--- src/rtl/eth_tx_arbiter.sv ---
// Frame-atomic round-robin arbiter: two 8-bit AXI-Stream requesters onto one MAC tx stream,
// with header capture and inter-frame gap. Define ETH_TX_ARB_TIMEOUT_EN for the stall watchdog.
module eth_tx_arbiter #(
  parameter int IFG_CYCLES     = 12,
  parameter int TIMEOUT_CYCLES = 1024
) (
  input  logic        sys_clk,
  input  logic        sys_rst_n,
  input  logic [7:0]  s0_axis_tdata,
  input  logic        s0_axis_tvalid,
  input  logic        s0_axis_tlast,
  input  logic        s0_axis_tuser,
  output logic        s0_axis_tready,
  input  logic [47:0] s0_dst_mac,
  input  logic [15:0] s0_eth_type,
  input  logic [7:0]  s1_axis_tdata,
  input  logic        s1_axis_tvalid,
  input  logic        s1_axis_tlast,
  input  logic        s1_axis_tuser,
  output logic        s1_axis_tready,
  input  logic [47:0] s1_dst_mac,
  input  logic [15:0] s1_eth_type,
  output logic [7:0]  m_axis_tdata,
  output logic        m_axis_tvalid,
  output logic        m_axis_tlast,
  output logic        m_axis_tuser,
  input  logic        m_axis_tready,
  output logic [47:0] dst_mac,
  output logic [15:0] eth_type,
  output logic [1:0]  grant,
  output logic        busy
);
  localparam int GW = (IFG_CYCLES > 1) ? $clog2(IFG_CYCLES) : 1;

`ifdef ETH_TX_ARB_TIMEOUT_EN
  typedef enum logic [1:0] {IDLE, XFER, GAP, DROP} state_e;
`else
  typedef enum logic [1:0] {IDLE, XFER, GAP} state_e;
`endif

  state_e          state_q;
  logic [1:0]      grant_q;
  logic            rr_q;
  logic            busy_q;
  logic [47:0]     mac_q;
  logic [15:0]     typ_q;
  logic [GW-1:0]   gap_q;

  // View of whichever requester currently owns the stream
  logic       sel;
  logic [7:0] src_data;
  logic       src_valid, src_last, src_user;
  logic       src_rdy;
  logic       pick;
  logic       flush;
  logic       frame_end;

  assign sel       = grant_q[1];
  assign src_data  = sel ? s1_axis_tdata  : s0_axis_tdata;
  assign src_valid = sel ? s1_axis_tvalid : s0_axis_tvalid;
  assign src_last  = sel ? s1_axis_tlast  : s0_axis_tlast;
  assign src_user  = sel ? s1_axis_tuser  : s0_axis_tuser;

  // rr_q names the requester that wins a tie
  assign pick = (s0_axis_tvalid & s1_axis_tvalid) ? rr_q : s1_axis_tvalid;

`ifdef ETH_TX_ARB_TIMEOUT_EN
  localparam int TW = (TIMEOUT_CYCLES > 1) ? $clog2(TIMEOUT_CYCLES) : 1;
  logic [TW-1:0] stall_q;
  logic          flush_q;
  assign flush = flush_q;

  // flush_q: the source starved the MAC too long, emit a forced tlast beat
  always_ff @(posedge sys_clk or negedge sys_rst_n) begin
    if (!sys_rst_n) begin
      stall_q <= '0;
      flush_q <= 1'b0;
    end else if (state_q != XFER) begin
      stall_q <= '0;
      flush_q <= 1'b0;
    end else if (!flush_q) begin
      if (src_valid) begin
        stall_q <= '0;
      end else if (stall_q == TW'(TIMEOUT_CYCLES - 1)) begin
        stall_q <= '0;
        flush_q <= 1'b1;
      end else begin
        stall_q <= stall_q + 1'b1;
      end
    end
  end
`else
  assign flush = 1'b0;
`endif

  always_comb begin
    m_axis_tdata  = '0;
    m_axis_tvalid = 1'b0;
    m_axis_tlast  = 1'b0;
    m_axis_tuser  = 1'b0;
    src_rdy       = 1'b0;
    frame_end     = 1'b0;
    if (state_q == XFER) begin
      if (flush) begin
        m_axis_tvalid = 1'b1;
        m_axis_tlast  = 1'b1;
        m_axis_tuser  = 1'b1;
      end else begin
        m_axis_tdata  = src_data;
        m_axis_tvalid = src_valid;
        m_axis_tlast  = src_last;
        m_axis_tuser  = src_user;
        src_rdy       = m_axis_tready;
        frame_end     = src_valid & src_last & m_axis_tready;
      end
    end
`ifdef ETH_TX_ARB_TIMEOUT_EN
    else if (state_q == DROP) begin
      src_rdy   = 1'b1;
      frame_end = src_valid & src_last;
    end
`endif
  end

  assign s0_axis_tready = grant_q[0] & src_rdy;
  assign s1_axis_tready = grant_q[1] & src_rdy;

  always_ff @(posedge sys_clk or negedge sys_rst_n) begin
    if (!sys_rst_n) begin
      state_q <= IDLE;
      grant_q <= 2'b00;
      rr_q    <= 1'b0;
      busy_q  <= 1'b0;
      mac_q   <= '0;
      typ_q   <= '0;
      gap_q   <= '0;
    end else begin
      case (state_q)
        IDLE: begin
          if (s0_axis_tvalid | s1_axis_tvalid) begin
            grant_q <= pick ? 2'b10 : 2'b01;
            mac_q   <= pick ? s1_dst_mac  : s0_dst_mac;
            typ_q   <= pick ? s1_eth_type : s0_eth_type;
            busy_q  <= 1'b1;
            state_q <= XFER;
          end
        end
`ifdef ETH_TX_ARB_TIMEOUT_EN
        XFER, DROP: begin
`else
        XFER: begin
`endif
          if (frame_end) begin
            grant_q <= 2'b00;
            rr_q    <= ~sel;
            if (IFG_CYCLES == 0) begin
              busy_q  <= 1'b0;
              state_q <= IDLE;
            end else begin
              gap_q   <= GW'(IFG_CYCLES - 1);
              state_q <= GAP;
            end
          end
`ifdef ETH_TX_ARB_TIMEOUT_EN
          else if (state_q == XFER && flush && m_axis_tready) begin
            state_q <= DROP;
          end
`endif
        end
        GAP: begin
          if (gap_q == '0) begin
            busy_q  <= 1'b0;
            state_q <= IDLE;
          end else begin
            gap_q <= gap_q - 1'b1;
          end
        end
        default: begin
          busy_q  <= 1'b0;
          state_q <= IDLE;
        end
      endcase
    end
  end

  assign grant    = grant_q;
  assign busy     = busy_q;
  assign dst_mac  = mac_q;
  assign eth_type = typ_q;

endmodule

--- config.mk ---
export PLATFORM = sky130hd
export DESIGN_NAME = eth_tx_arbiter
export DESIGN_NICKNAME = d
export VERILOG_FILES = /design/src/rtl/eth_tx_arbiter.sv
export SDC_FILE = /design/constraint.sdc
export NUM_CORES = 1
export LEC_CHECK = 0
export BUFFER_PORTS_ARGS = -buffer_cell sky130_fd_sc_hd__buf_2
export CAP_MARGIN = 20
export CORE_MARGIN = 10
export CORE_UTILIZATION = 45
export DETAILED_ROUTE_END_ITERATION = 8
export PLACE_DENSITY = 0.88
export SYNTH_ARGS = -nofsm -noshare
export SYNTH_HDL_FRONTEND = slang
export SYNTH_SLANG_ARGS = --single-unit
--- constraint.sdc ---
create_clock -name sys_clk -period 4.28 [get_ports sys_clk]
set_input_delay 0.856 -clock sys_clk [delete_from_list [all_inputs] [get_ports sys_clk]]
set_output_delay 0.856 -clock sys_clk [all_outputs]
set_load 0.01 [all_outputs]
==> flow_summary.yaml, run 1 <==
run_status:
  run_status: "finished, final reports clean"
clocking:
  clock_latency_ns: 0.33
  cts.reportedPaths.clkPinSlew_ns: 0.08
  postCtsSetupRepairBufs: 0
  clock_tree.root_cell: "clkbuf_8"
  cts_buffers: 9
  cts_num_sinks: 74
  post_cts_resized: 0
  cts_max_path_buffers: 2
  htree_levels: 3
  cts_hold_repair.buffers: 0
  tritoncts_clock_tree: "built"
global_routing:
  globalRouteOverflowTotal: 0
  grt_antenna_before_repair: 1
  grt_pass1_vias: 3645
  grt_first_pass_wirelength_mm: 18.7
  global_route.usage.total_pct: 19.6
  pin_count_of_the_biggest_net_entering_global_routing: 75
sta:
  rsz_0062_raised_after_global_routing: "no"
  clock_skew_ns: 0.0118
  slew_headroom_pct: 28.6
  setup_viol: 0
  final_hold_viol_count: 0
  slew_violations: 0
  worst-slew-pin-transition_ns: 1.07
  timing.fmax_ghz: 0.397
  fin_tns_setup_ns: 0
  fin_crit_ns: 2.52
  final_min_period_over_clock_period_pct: 58.8
floorplanning:
  rows: 32
  die_w_microns: 109
  floorplan.core_area_sq_um: 7770
  floorplan.initialDensity_pct: 46.3
  die-area_sq_um: 12000
  chipHeight_microns: 109
  io_pins: 233
logic_synthesis:
  synth_top_flop_cell: "dfrtp_1"
  synth_enable_flop_cells: 0
  postSynthCellCount: 303
  netlist.top_cell.by_area: "dfrtp_1"
  synth_largest_type_area_fraction_pct: 51.5
  synth_cell_type_count: 28
  syn_nets: 457
  async_reset_ff_share_pct: 100
  synthesis.area_sq_um: 3600
  synthesis.area_per_instance_sq_um: 11.9
  ys_ff_latch: 74
  synth_sequential_area_ratio_pct: 51.5
  synthTopCellsByArea: "dfrtp_1 51%, a221o_1 18%, a21boi_0 13%"
  yosysWarnings: 0
finish:
  final_net_count: 671
  drive_above_1_share_pct: 48.9
  antenna_cells: 0
  commonest_cells_after_routing_fill_and_taps_aside: "231 x buf_2, 74 x dfrtp_1, 64 x a21boi_0, 64 x a221o_1, 13 x mux2i_1"
  commonest_non_fill_non_tap_cell_in_the_layout: "buf_2"
  areaGrowthSynthToFinish_pct: 39.2
  layout.cell_area.non_filler_sq_um: 5000
  final.fill_count: 614
flow_run:
  drv.max_cap_violation_count: 0
pwr:
  cellPowerDensity_nw_per_um2: 705
  static-leakage-power_nw: 2.60
  max-vdd-ir-drop_mv: 0.383
critical_path:
  worst-r2r-cell-count: 3
  worst-setup-path-type: "flop to output pin"
  end_point_of_the_critical_path: "m_axis_tdata[0]"
  r2r_start: "grant[1]$_DFFE_PN0P_"
  worstReg2RegEnd: "grant[0]$_DFFE_PN0P_"
  critical_path.endpoint_type: "output pin"
  cp-startpoint: "grant[1]$_DFFE_PN0P_"
  critPathRequiredTime_ns: 3.42
  critical_path.max_fanout: 17
  critPathLaunchType: "flop"
  crit_arrival_ns: 1.66
  regToRegSetupSlack_ns: 2.49
placed_design:
  postPlaceCellArea_sq_um: 4730
  port_buffers: 232
  half_perimeter_wire_length_after_placement_mm: 9.24
  place_congestion: 0.896
detailed_routing:
  routed_via_density: 5.55
  wl_per_cell_microns: 20.0
  first_pass_iters: 4
  first_iter_violations: 175
  ant_nets: 0
  dr_total_vias: 3461
  routed_wl_mm: 12.5
  route.detailed.drc: 0
worst_hold_path:
  whs_path_depth: 1
  timing.hold.worst.class: "flop to flop"
-- worst max-delay path: stages (launching register included) --
cell and delay [ns]:
dfrtp_1 0.81, mux2i_1 0.28, nor2_1 0.07, buf_2 0.16
-- area by class of cell --
type | count | area, sq um | share of cell area [%]
Clock buffer | 12 | 155 | 3.10
Clock inverter | 4 | 97.6 | 1.95
Inverter | 6 | 22.5 | 0.450
Multi-Input combinational cell | 190 | 1540 | 30.8
Sequential cell | 74 | 1850 | 37.0
Tap cell | 102 | 128 | 2.55
Timing Repair Buffer | 236 | 1210 | 24.1
-- cells by family after synthesis --
logic type | count (synthesis) | synth area share [%]
compound gates | 142 | 33.7
fa+ha+maj | 1 | 0.348
buf+inv | 39 | 5.95
flops | 74 | 51.5
mux | 13 | 3.62
simple gates | 34 | 4.87
-- sequential cells by signal, indices dropped and copies added (netlist names) --
signal	flops
dst_mac	48
eth_type	16
gap_q	4
grant	2
state_q	2
busy	1
rr_q	1
-- where the power goes --
group / internal (mW) / switching [mW] / total (mW)
sequential: 1.03 / 0.210 / 1.24
clock: 0.420 / 0.254 / 0.674
combinational: 0.779 / 0.842 / 1.62
-- worst min path at each step --
stage	start	end	slack, ns
3_5_place_dp	grant[0]$_DFFE_PN0P_	grant[0]$_DFFE_PN0P_	0.54
3_3_place_gp	grant[0]$_DFFE_PN0P_	grant[0]$_DFFE_PN0P_	0.52
5_1_grt	grant[0]$_DFFE_PN0P_	grant[0]$_DFFE_PN0P_	0.58
4_1_cts	grant[0]$_DFFE_PN0P_	grant[0]$_DFFE_PN0P_	0.56
2_1_floorplan	gap_q[2]$_DFFE_PN0P_	gap_q[2]$_DFFE_PN0P_	0.50
6_report	gap_q[2]$_DFFE_PN0P_	gap_q[2]$_DFFE_PN0P_	0.56
-- Yosys cell counts (all sizes together) (2+ instances only) --
cell     n
mux2i   13
nand2    5
a21boi  64
nand3b   2
a21oi    7
dfrtp   74
inv      6
clkbuf  15
or3b     2
a31o     3
nor2    13
buf     18
a221o   64
nand3    2
and3     5
-- stage by stage --
step / instances / worst slack (ns) / total power, mW / utilization [%] / hold slack [ns]
after floorplan: 303 / 2.34 / 2.23 / - / 0.504
after global placement: 607 / 1.85 / 2.80 / 60.9 / 0.519
after detailed placement: 607 / 1.75 / 2.88 / 60.9 / 0.539
after CTS: 623 / 1.73 / 3.56 / 64.2 / 0.558
after global routing: 624 / 1.61 / 3.78 / 64.4 / 0.580
final: 624 / 1.76 / 3.53 / 64.4 / 0.562
-- per-layer routing --
layer  track usage, %  wire length (microns)  share of wire, %  vias up
li1                 -                      -                 -     1614
met3             5.85                   1140               9.2       16
met2             32.5                   6140                49      178
met4             6.88                    220               1.8        0
met5                0                      0                 0        -
met1             23.8                   4980                40     1653
Note: power is estimated with default switching activity, not from simulation.
==> run 2: changes to the inputs <==
--- a/config.mk
+++ b/config.mk
@@ -8,9 +8,9 @@
 export BUFFER_PORTS_ARGS = -buffer_cell sky130_fd_sc_hd__buf_2
 export CAP_MARGIN = 20
 export CORE_MARGIN = 10
-export CORE_UTILIZATION = 45
+export CORE_UTILIZATION = 43
 export DETAILED_ROUTE_END_ITERATION = 8
-export PLACE_DENSITY = 0.88
+export PLACE_DENSITY = 0.84
 export SYNTH_ARGS = -nofsm -noshare
 export SYNTH_HDL_FRONTEND = slang
 export SYNTH_SLANG_ARGS = --single-unit
==> constraint.sdc (replaced) <==
create_clock -name sys_clk -period 2.5 [get_ports sys_clk]
set_input_delay 0.5 -clock sys_clk [delete_from_list [all_inputs] [get_ports sys_clk]]
set_output_delay 0.5 -clock sys_clk [all_outputs]
set_load 0.01 [all_outputs]
==> flow_summary.yaml, run 2 (synthesis gave the netlist of run 1 again) <==
critical_path:
  critPathLaunchType: "flop"
  regToRegSetupSlack_ns: 0.73
  critical_path.max_fanout: 17
  critPathRequiredTime_ns: 2.00
  timing.critical_path.cells: "mux2i_1 > nor2_1 > buf_2"
  worst-setup-path-type: "flop to output pin"
  cp_slowest_cell: "dfrtp_1"
  crit_arrival_ns: 1.60
  critical_path.endpoint_type: "output pin"
  worst_path_largest_cell_delay_ns: 0.79
sta:
  worst-slew-pin-transition_ns: 0.920
  rsz_0062_raised_after_global_routing: "no"
  slew_violations: 0
  setup_viol: 0
  fin_crit_ns: 2.10
  fin_tns_setup_ns: 0
  final_hold_viol_count: 0
  finalHoldWorstSlack_ns: 0.309
  final_min_period_over_clock_period_pct: 84.1
  clock_skew_ns: 0.00834
  slew_headroom_pct: 38.6
  timing.fmax_ghz: 0.476
clocking:
  clock_latency_ns: 0.34
  tritoncts_clock_tree: "built"
  postCtsSetupRepairBufs: 0
  post_cts_resized: 0
  htree_levels: 3
  clock_tree.root_cell: "clkbuf_8"
  cts.reportedPaths.clkPinSlew_ns: 0.07
  cts_hold_repair.buffers: 0
  cts_buffers: 9
  cts_max_path_buffers: 2
  cts_num_sinks: 74
floorplanning:
  floorplan.core_area_sq_um: 8180
  die_w_microns: 111
  rows: 33
  floorplan.initialDensity_pct: 44.0
  io_pins: 233
  die-area_sq_um: 12400
  chipHeight_microns: 111
detailed_routing:
  routed_via_density: 5.55
  ant_nets: 0
  first_iter_violations: 228
  wl_per_cell_microns: 20.1
  dr_total_vias: 3496
  routed_wl_mm: 12.7
  route.detailed.drc: 0
  first_pass_iters: 4
global_routing:
  grt_antenna_before_repair: 0
  grt_first_pass_wirelength_mm: 19.8
  grt_pass1_vias: 3755
  globalRouteOverflowTotal: 0
  pin_count_of_the_biggest_net_entering_global_routing: 75
  global_route.usage.total_pct: 19.1
pwr:
  switching_share_pct: 38.3
  sequential_power_share_pct: 36.2
  cellPowerDensity_nw_per_um2: 1170
  max-vdd-ir-drop_mv: 0.847
  power_share_of_the_combinational_group_pct: 48.3
  clkPwrFrac_pct: 15.4
  p_int_mw: 3.58
  static-leakage-power_nw: 2.59
  switchingPower_mw: 2.22
flow_run:
  drv.max_cap_violation_count: 0
finish:
  final_net_count: 675
  flip_flop_count_of_the_largest_register_after_layout: 48
  antenna_cells: 0
  commonest_cells_after_routing_fill_and_taps_aside: "231 x buf_2, 74 x dfrtp_1, 64 x a21boi_0, 64 x a221o_1, 13 x mux2i_1"
  areaGrowthSynthToFinish_pct: 37.9
  drive_above_1_share_pct: 49.0
  commonest_non_fill_non_tap_cell_in_the_layout: "buf_2"
placed_design:
  port_buffers: 232
  half_perimeter_wire_length_after_placement_mm: 9.59
  place_congestion: 0.837
run_status:
  run_status: "finished, final reports clean"
worst_hold_path:
  timing.hold.worst.class: "input port to async pin"
[run 2: cell count changes in the layout (fill, tap and decap cells not counted), sizes merged]
cell | previous run | this run
buf | 236 | 240
bufinv | 3 | 1
clkinv | 0 | 2
clkinvlp | 1 | 0
[run 2: cell type report]
class	instances	area (sq um)
clock buffers	12	145
clock inverters	3	40.0
fillers	686	3220
inverters	6	22.5
multi-input cells	190	1540
flip-flops and latches	74	1850
well taps	105	131
repair buffers	240	1220
[run 2: metal layers]
metal / part of all wire, % / track usage (%) / routed length (microns) / up-vias
met1: 39 / 22.5 / 4990 / 1683
li1: - / - / - / 1631
met2: 51 / 32.2 / 6420 / 171
met4: 1.2 / 5.06 / 151 / 0
met3: 8.8 / 6.76 / 1120 / 11
met5: 0 / 0 / 0 / -
[run 2: final timing paths]
check / to / startpoint / cells after the start
worst max-delay path: m_axis_tdata[0] / grant[1]$_DFFE_PN0P_ / 3
worst min register to register: grant[0]$_DFFE_PN0P_ / grant[0]$_DFFE_PN0P_ / 1
worst min-delay path: eth_type[6]$_DFFE_PN0P_ / sys_rst_n / 1
worst max register to register: gap_q[2]$_DFFE_PN0P_ / grant[1]$_DFFE_PN0P_ / 3
min in group sys_clk: dst_mac[30]$_DFFE_PN0P_ / s0_dst_mac[30] / 2
max in group asynchronous: dst_mac[18]$_DFFE_PN0P_ / sys_rst_n / 1
[run 2: per-stage QoR]
stage,instances,utilization [%],power [mW],area [sq um],setup slack (ns)
2_1_floorplan,303,-,3.82,3600,0.918
6_report,630,60.7,5.80,4960,0.397
5_1_grt,630,60.7,6.22,4960,0.266
4_1_cts,630,60.7,5.86,4960,0.373
3_5_place_dp,615,58.4,4.95,4770,0.736
3_3_place_gp,615,58.4,4.83,4770,0.757
[run 2: critical path: cells and delay by family, from the launching register on]
family / cells / cell delay [ns]
muxes: 1 / 0.26
DFF: 1 / 0.79
and+or+nand+nor: 1 / 0.06
buffers and inverters: 1 / 0.16
[run 2: power groups by stage]
stage,registers (mW),clock network (mW),logic [mW]
2_1_floorplan,2.29,0,1.53
3_3_place_gp,2.10,0,2.74
3_5_place_dp,2.11,0,2.84
4_1_cts,2.10,0.913,2.85
5_1_grt,2.17,0.980,3.07
6_report,2.10,0.895,2.80
==> run 3: changes to the inputs <==
--- a/config.mk
+++ b/config.mk
@@ -8,9 +8,9 @@
 export BUFFER_PORTS_ARGS = -buffer_cell sky130_fd_sc_hd__buf_2
 export CAP_MARGIN = 20
 export CORE_MARGIN = 10
-export CORE_UTILIZATION = 43
+export CORE_UTILIZATION = 38
 export DETAILED_ROUTE_END_ITERATION = 8
-export PLACE_DENSITY = 0.84
+export PLACE_DENSITY = 0.79
 export SYNTH_ARGS = -nofsm -noshare
 export SYNTH_HDL_FRONTEND = slang
 export SYNTH_SLANG_ARGS = --single-unit
==> constraint.sdc (replaced) <==
create_clock -name sys_clk -period 1.85 [get_ports sys_clk]
set_input_delay 0.37 -clock sys_clk [delete_from_list [all_inputs] [get_ports sys_clk]]
set_output_delay 0.37 -clock sys_clk [all_outputs]
set_load 0.01 [all_outputs]
==> flow_summary.yaml, run 3 (synthesis gave the netlist of run 1 again) <==
sta:
  final_min_period_over_clock_period_pct: 94.7
  slew_violations: 0
  setup_viol: 0
  rsz_0062_raised_after_global_routing: "no"
  worst-slew-pin-transition_ns: 0.435
  slew_headroom_pct: 70.9
  clock_skew_ns: 0.0112
  finalHoldWorstSlack_ns: 0.251
  timing.fmax_ghz: 0.571
  final_hold_viol_count: 0
  fin_crit_ns: 1.75
  fin_tns_setup_ns: 0
critical_path:
  critPathLaunchType: "flop"
  crit_arrival_ns: 1.38
  worst-path-stages: 4
  worst-setup-path-type: "flop to output pin"
  critPathRequiredTime_ns: 1.48
  worst-r2r-cell-count: 3
  regToRegSetupSlack_ns: 0.23
  timing.critical_path.max_delay_family: "flip-flops"
  crit_buf_inv: 2
  critical_path.max_fanout: 11
  worstReg2RegEnd: "dst_mac[35]$_DFFE_PN0P_"
  r2r_start: "state_q[0]$_DFFE_PN0P_"
  worst_path_largest_cell_delay_ns: 0.41
  cp_slowest_cell: "dfrtp_2"
  critical_path.endpoint_type: "output pin"
  timing.critical_path.cells: "buf_6 > mux2i_1 > nor2_1 > buf_2"
pwr:
  p_int_mw: 5.21
  switchingPower_mw: 3.06
  power_share_of_the_combinational_group_pct: 47.0
  static-leakage-power_nw: 2.64
  clkPwrFrac_pct: 19.0
  sequential_power_share_pct: 34.0
  max-vdd-ir-drop_mv: 0.835
  switching_share_pct: 37.0
  cellPowerDensity_nw_per_um2: 1620
  fin_total_pwr_mw: 8.27
finish:
  areaGrowthSynthToFinish_pct: 42.2
  final.fill_count: 842
  layout.cell_area.non_filler_sq_um: 5110
  final_net_count: 679
  drive_above_1_share_pct: 50.0
  flip_flop_count_of_the_largest_register_after_layout: 48
  antenna_cells: 0
  commonest_non_fill_non_tap_cell_in_the_layout: "buf_2"
  commonest_cells_after_routing_fill_and_taps_aside: "231 x buf_2, 72 x dfrtp_1, 64 x a21boi_0, 64 x a221o_1, 13 x mux2i_1"
floorplanning:
  rows: 35
  floorplan.initialDensity_pct: 38.9
  floorplan.core_area_sq_um: 9240
  die_w_microns: 117
  chipHeight_microns: 117
  io_pins: 233
  die-area_sq_um: 13800
worst_hold_path:
  timing.hold.worst_endpoint: "dst_mac[25]$_DFFE_PN0P_"
  hold_path.startpoint: "s0_dst_mac[25]"
  timing.hold.worst.class: "input port to flop"
  whs_path_depth: 2
detailed_routing:
  first_iter_violations: 212
  first_pass_iters: 4
  dr_total_vias: 3525
  routed_via_density: 5.35
  ant_nets: 0
  wl_per_cell_microns: 19.4
  route.detailed.drc: 0
  routed_wl_mm: 12.8
clocking:
  cts_max_path_buffers: 2
  cts_num_sinks: 74
  htree_levels: 3
  clock_tree.root_cell: "clkbuf_8"
  cts.reportedPaths.clkPinSlew_ns: 0.08
  clock_latency_ns: 0.34
  tritoncts_clock_tree: "built"
  cts_buffers: 9
placed_design:
  postPlaceCellArea_sq_um: 4830
  half_perimeter_wire_length_after_placement_mm: 9.89
  port_buffers: 232
  place_congestion: 0.785
global_routing:
  pin_count_of_the_biggest_net_entering_global_routing: 43
  grt_antenna_before_repair: 0
  global_route.usage.total_pct: 17.8
  grt_first_pass_wirelength_mm: 19.5
  globalRouteOverflowTotal: 0
  grt_pass1_vias: 3865
flow_run:
  drv.max_cap_violation_count: 0
run_status:
  run_status: "finished, final reports clean"
[run 3: timing repair]
item	in CTS	in global routing
buffers inserted	0	1
endpoints found under the hold margin	32	0
hold buffers	1	0
gates cloned	0	0
setup endpoints to repair	11	3
resized for setup	4	1
[run 3: worst max path at each step]
stage                                      start                    to  slack (ns)
after floorplan             grant[1]$_DFFE_PN0P_  grant[1]$_DFFE_PN0P_        0.32
after global placement    state_q[1]$_DFFE_PN0P_  grant[0]$_DFFE_PN0P_        0.24
after detailed placement  state_q[1]$_DFFE_PN0P_  grant[0]$_DFFE_PN0P_        0.17
after CTS                 state_q[0]$_DFFE_PN0P_        s1_axis_tready        0.03
after global routing      state_q[1]$_DFFE_PN0P_       m_axis_tdata[7]        0.02
final                       grant[1]$_DFFE_PN0P_       m_axis_tdata[7]         0.1
[run 3: stage by stage]
step / setup slack [ns] / std cells / util (%)
6_report: 0.0989 / 659 / 55.4
3_5_place_dp: 0.173 / 641 / 52.3
2_1_floorplan: 0.316 / 303 / -
4_1_cts: 0.0287 / 658 / 55.3
3_3_place_gp: 0.243 / 641 / 52.3
5_1_grt: 0.0239 / 659 / 55.4
[run 3: final cells by class]
| type | instances | area [sq um] | area share (%) |
|---|---|---|---|
| clock buffer | 12 | 155 | 3.03 |
| clock inverter | 4 | 97.6 | 1.91 |
| inverter | 6 | 22.5 | 0.440 |
| multi-input combinational | 190 | 1550 | 30.3 |
| sequential | 74 | 1850 | 36.3 |
| tap | 129 | 161 | 3.16 |
| timing repair buffer | 244 | 1270 | 24.9 |
[run 3: routing by layer]
metal  vias to the layer above  routed length, microns  GRT usage [%]
li1                       1632                       -              -
met3                        14                    1210           6.47
met2                       179                    6220           30.1
met4                         0                     164           5.02
met5                         -                       0              0
met1                      1700                    5170           20.7
[run 3: power groups by stage]
stage          combinational (mW)  clock, mW  sequential [mW]
2_1_floorplan                2.07          0             3.09
3_3_place_gp                 3.76          0             2.78
3_5_place_dp                 3.90          0             2.82
4_1_cts                      3.93       1.59             2.82
5_1_grt                      4.26       1.67             2.91
6_report                     3.89       1.57             2.82
